### src/rtl/rf_regfile.sv
// rf_regfile: NUM_REGS x BUS_WIDTH register file with one write port and two
// independently enabled registered read ports. Register 0 can be hard-wired
// to zero, a same-cycle write is bypassed to the read ports, and each
// register carries a "written since reset" flag that is returned as init_*.
module rf_regfile #(
  parameter int BUS_WIDTH  = 16,
  parameter int NUM_REGS   = 8,
  parameter int ADDR_WIDTH = 3,
  parameter int ZERO_REG   = 1
) (
  input  logic                  clk,
  input  logic                  rst_n,
  input  logic                  regWrite,
  input  logic [ADDR_WIDTH-1:0] wr_addr,
  input  logic [BUS_WIDTH-1:0]  wr_data,
  input  logic                  rd_en_a,
  input  logic [ADDR_WIDTH-1:0] rd_addr_a,
  output logic [BUS_WIDTH-1:0]  out_a,
  output logic                  init_a,
  input  logic                  rd_en_b,
  input  logic [ADDR_WIDTH-1:0] rd_addr_b,
  output logic [BUS_WIDTH-1:0]  out_b,
  output logic                  init_b
);

  // One extra bit so NUM_REGS = 2^ADDR_WIDTH still fits for the range compare.
  localparam logic [ADDR_WIDTH:0] NUM_REGS_W = NUM_REGS[ADDR_WIDTH:0];

  logic [BUS_WIDTH-1:0] regs_q [NUM_REGS];
  logic [NUM_REGS-1:0]  written_q;
  logic                 wr_eff;
  logic [BUS_WIDTH-1:0] out_a_d, out_b_d;
  logic                 init_a_d, init_b_d;

  function automatic logic in_range(input logic [ADDR_WIDTH-1:0] addr);
    return {1'b0, addr} < NUM_REGS_W;
  endfunction

  function automatic logic is_zero_reg(input logic [ADDR_WIDTH-1:0] addr);
    return (ZERO_REG == 1) && (addr == '0);
  endfunction

  // Read selection shared by both ports: {init, data} as seen after this edge.
  function automatic logic [BUS_WIDTH:0] read_sel(input logic [ADDR_WIDTH-1:0] addr);
    logic [BUS_WIDTH:0] res;
    res = '0;
    if (!in_range(addr)) begin
      res = '0;
    end else if (is_zero_reg(addr)) begin
      res = {1'b1, {BUS_WIDTH{1'b0}}};
    end else if (wr_eff && (wr_addr == addr)) begin
      res = {1'b1, wr_data};
    end else begin
      for (int i = 0; i < NUM_REGS; i++) begin
        if (addr == i[ADDR_WIDTH-1:0]) res = {written_q[i], regs_q[i]};
      end
    end
    return res;
  endfunction

  // Decide whether this cycle's write lands in a real, writable register.
  always_comb begin
    wr_eff = regWrite && in_range(wr_addr) && !is_zero_reg(wr_addr);
  end

  // Next read data for both ports, including same-cycle write bypass.
  always_comb begin
    // NOTE: every output gets a default first so no path leaves it unassigned (no latch).
    out_a_d  = '0;
    init_a_d = 1'b0;
    out_b_d  = '0;
    init_b_d = 1'b0;
    {init_a_d, out_a_d} = read_sel(rd_addr_a);
    {init_b_d, out_b_d} = read_sel(rd_addr_b);
  end

  // Register storage and written flags; only effective writes touch them.
  always_ff @(posedge clk or negedge rst_n) begin
    if (!rst_n) begin
      // NOTE: the array is cleared on reset because reads after reset must return 0.
      for (int i = 0; i < NUM_REGS; i++) regs_q[i] <= '0;
      written_q <= '0;
    end else begin
      for (int i = 0; i < NUM_REGS; i++) begin
        if (wr_eff && (wr_addr == i[ADDR_WIDTH-1:0])) begin
          // NOTE: non-blocking so every flop samples pre-edge values.
          regs_q[i]    <= wr_data;
          written_q[i] <= 1'b1;
        end
      end
    end
  end

  // Registered read ports; a disabled port holds its last value.
  always_ff @(posedge clk or negedge rst_n) begin
    if (!rst_n) begin
      out_a  <= '0;
      init_a <= 1'b0;
      out_b  <= '0;
      init_b <= 1'b0;
    end else begin
      if (rd_en_a) begin
        out_a  <= out_a_d;
        init_a <= init_a_d;
      end
      if (rd_en_b) begin
        out_b  <= out_b_d;
        init_b <= init_b_d;
      end
    end
  end

endmodule

### config.mk
export PLATFORM = sky130hd
export DESIGN_NAME = rf_regfile
export DESIGN_NICKNAME = d
export VERILOG_FILES = /design/src/rtl/rf_regfile.sv
export SDC_FILE = /design/constraint.sdc
export NUM_CORES = 1
export LEC_CHECK = 0
export CAP_MARGIN = 20
export CORE_UTILIZATION = 40
export CTS_BUF_LIST = sky130_fd_sc_hd__clkbuf_8 sky130_fd_sc_hd__clkbuf_16
export CTS_CLUSTER_DIAMETER = 120
export DETAILED_ROUTE_END_ITERATION = 8
export PLACE_DENSITY = 0.69
export SLEW_MARGIN = 10
export SYNTH_ARGS = -nofsm -noshare
export SYNTH_HDL_FRONTEND = slang
export SYNTH_SLANG_ARGS = --single-unit
### constraint.sdc
create_clock -name clk -period 1.4 [get_ports clk]
set_clock_uncertainty 0.05 [all_clocks]
set_input_delay 0.28 -clock clk [delete_from_list [all_inputs] [get_ports clk]]
set_output_delay 0.28 -clock clk [all_outputs]
set_load 0.005 [all_outputs]
==> results.tsv <==
metric	value	unit
outcome	finished, violations left	
violations in the final reports	negative setup slack	
Core Box Area	19500	µm²
WL final	25700	µm
top sig layer	met4	
share of post-route cells with drive strength above 1	51.5	%
Non-Filler Instances	1117	
Cells after DPL	1045	
initial antenna violation count	0	
Layout area overhead	37.9	%
CTS buffer count	17	
syn_nets	671	
M1 WL	10400	µm
top_reg_cell synth	dfrtp_1	
fin util	56.4	%
crit path to	out_b[2]$_DFFE_PN0P_	
I/O Buffers	63	
setup violators final	16	
vias	6614	
post-route ant nets	0	
DP Area	9910	µm²
routability congestion estimate from global placement	0.877	
DRC errors left	0	
maximum clock rate	656	MHz
Initial Utilization	40.9	%
n_diodes	0	
Worst-Margin Slew	0.441	ns
Mapped Cells	641	
DP HPWL	16400	µm
Slew headroom	70.5	%
CTS max path bufs	2	
Hold Slack	0.261	ns
ys async rst share	100	%
clk_lat worst skew	0.44	ns
fin nets	869	
Ys Warns	0	
Final Max Slew Viols	0	
Critical Path RT	1.67	ns
wire per inst	23.0	µm
most common cell after layout, fill and taps aside	dfrtp_1	
Met2 Routed Length	13000	µm
Worst Setup End Kind	register	
register area	3830	µm²
R2R depth	5	
chip width	143	µm
DR iter-0 viols	680	
Ports	64	
H-Tree Depth	4	
Reg-to-Reg End	out_b[2]$_DFFE_PN0P_	
HP Class	input port to asynchronous set/reset pin	
largest net degree at the start of global routing	45	
flops & latches, synth	153	
met3 wire len	1540	µm
Final Cycle Share	109	%
post-synthesis sequential area ratio	47.9	%
Pwr Density	1350	nW/µm²
Mean Syn Cell Area	12.5	µm²
clk slew on worst S/H paths	0.06	ns
final instance area	11000	µm²
startpoint types	register	
Fill cells	1565	
Cell variety after synth	49	
critical path class	register to register	
vias per cell	5.92	
synthesized area	7990	µm²
Leak	4.77	nW
most frequent cells in the layout	dfrtp_1 (153), buf_4 (133), mux2_2 (127)	
grt ovf	0	
multi-input logic area	4200	µm²
Setup Slack @ Placement	-0.948	ns
final hold vios	0	
total track usage	25.8	%
crit path from	regs_q[34]$_DFFE_PN0P_	
crit path max fanout	2	
Die Y	143	µm
master cell of the clock root buffer	clkbuf_16	
CP arrival	1.80	ns
Reg2Reg Setup Slack	-0.12	ns
Worst R2R Start	regs_q[34]$_DFFE_PN0P_	
Worst Slack Setup Final	-0.123	ns
router iterations before antenna repair	5	
max-capacitance violation count	0	
DIE AREA	20500	µm²
RSZ-0062 raised after global routing	yes	
clock sinks	153	
minimum clock period	1.52	ns
first-pass GRT wire length	39000	µm
peak supply drop	684	µV
number of global-route vias before repair	6847	
Post-synth EDFFs	0	
CTS tree	built	
# rows	51	
-- per-stage QoR --
step                      power (mW)  setup TNS (ns)
after global routing            15.4           -2.08
after detailed placement        9.79         -107.21
after global placement          9.56         -102.68
after CTS                       14.7          -0.984
after floorplan                 7.86          -13.81
final                           14.8           -1.41
-- power by group --
part / leakage (nW) / internal (mW) / switching (mW)
sequential: 1.84 / 5.34 / 0.669
clock: 0.293 / 2.81 / 1.88
combinational: 2.63 / 2.49 / 1.65
-- layer usage --
| layer | vias to the layer above | global-route usage, % |
|---|---|---|
| li1 | 2847 | - |
| met5 | - | 0 |
| met3 | 62 | 5.46 |
| met1 | 3430 | 32.3 |
| met4 | 0 | 9.07 |
| met2 | 275 | 44.3 |
-- cell type report --
| type | count | area share, % |
|---|---|---|
| Timing Repair Buffer | 232 | 18.6 |
| Multi-Input combinational cell | 432 | 38.1 |
| Inverter | 3 | 0.102 |
| Clock buffer | 21 | 4.36 |
| Tap cell | 265 | 3.01 |
| Sequential cell | 153 | 34.8 |
| Clock inverter | 11 | 1.08 |
-- flip-flops by register name (all words and copies together) (netlist names) --
signal     cells
out_b         16
init_a         1
init_b         1
out_a         16
regs_q       112
written_q      7
-- timing repair --
item	CTS	global route
hold buffers	1	0
hold endpoints to repair	48	0
endpoints found under the setup margin	183	65
resized for setup	161	57
setup buffers	31	6
pin swaps	36	37
gates cloned	1	2
-- worst min path at each step --
stage,from,endpoint,slack [ns],cells past startpoint
finish,rst_n,regs_q[17]$_DFFE_PN0P_,0.26,2
detailed placement,rst_n,regs_q[97]$_DFFE_PN0P_,0.15,1
global placement,rst_n,regs_q[97]$_DFFE_PN0P_,0.15,1
floorplan,rst_n,init_a$_DFFE_PN0P_,-0.07,0
global route,rst_n,regs_q[18]$_DFFE_PN0P_,0.29,2
CTS,rst_n,regs_q[18]$_DFFE_PN0P_,0.27,2
-- cell families after synthesis --
logic type / Yosys count / share of synthesized area [%]
flip-flops: 153 / 47.9
buffers and inverters: 57 / 3.30
XOR/XNOR: 4 / 0.438
AND/OR/NAND/NOR: 96 / 6.42
AO/OA/AOI/OAI: 155 / 13.8
multiplexers: 176 / 28.1
-- cell usage after synthesis (8+ instances only) --
master,number,area share [%]
nor2b_1,21,1.6
a221o_1,15,1.9
mux2_2,128,18
mux2i_1,22,2.8
mux4_2,26,7.3
a21oi_1,26,1.6
nand2_1,36,1.7
dfrtp_1,153,48
a32oi_1,12,1.3
a211oi_1,11,1.0
clkbuf_1,25,1.2
nor2_1,8,0.38
a22oi_1,17,1.6
o21ai_0,35,2.2
buf_2,22,1.4
-- worst max-delay path: stages (launching register included) --
cell	delay, ns
dfrtp_1	0.40
buf_4	0.14
buf_4	0.13
mux4_2	0.47
a21oi_2	0.15
o21ai_1	0.07
Note: power is estimated with default switching activity, not from simulation.
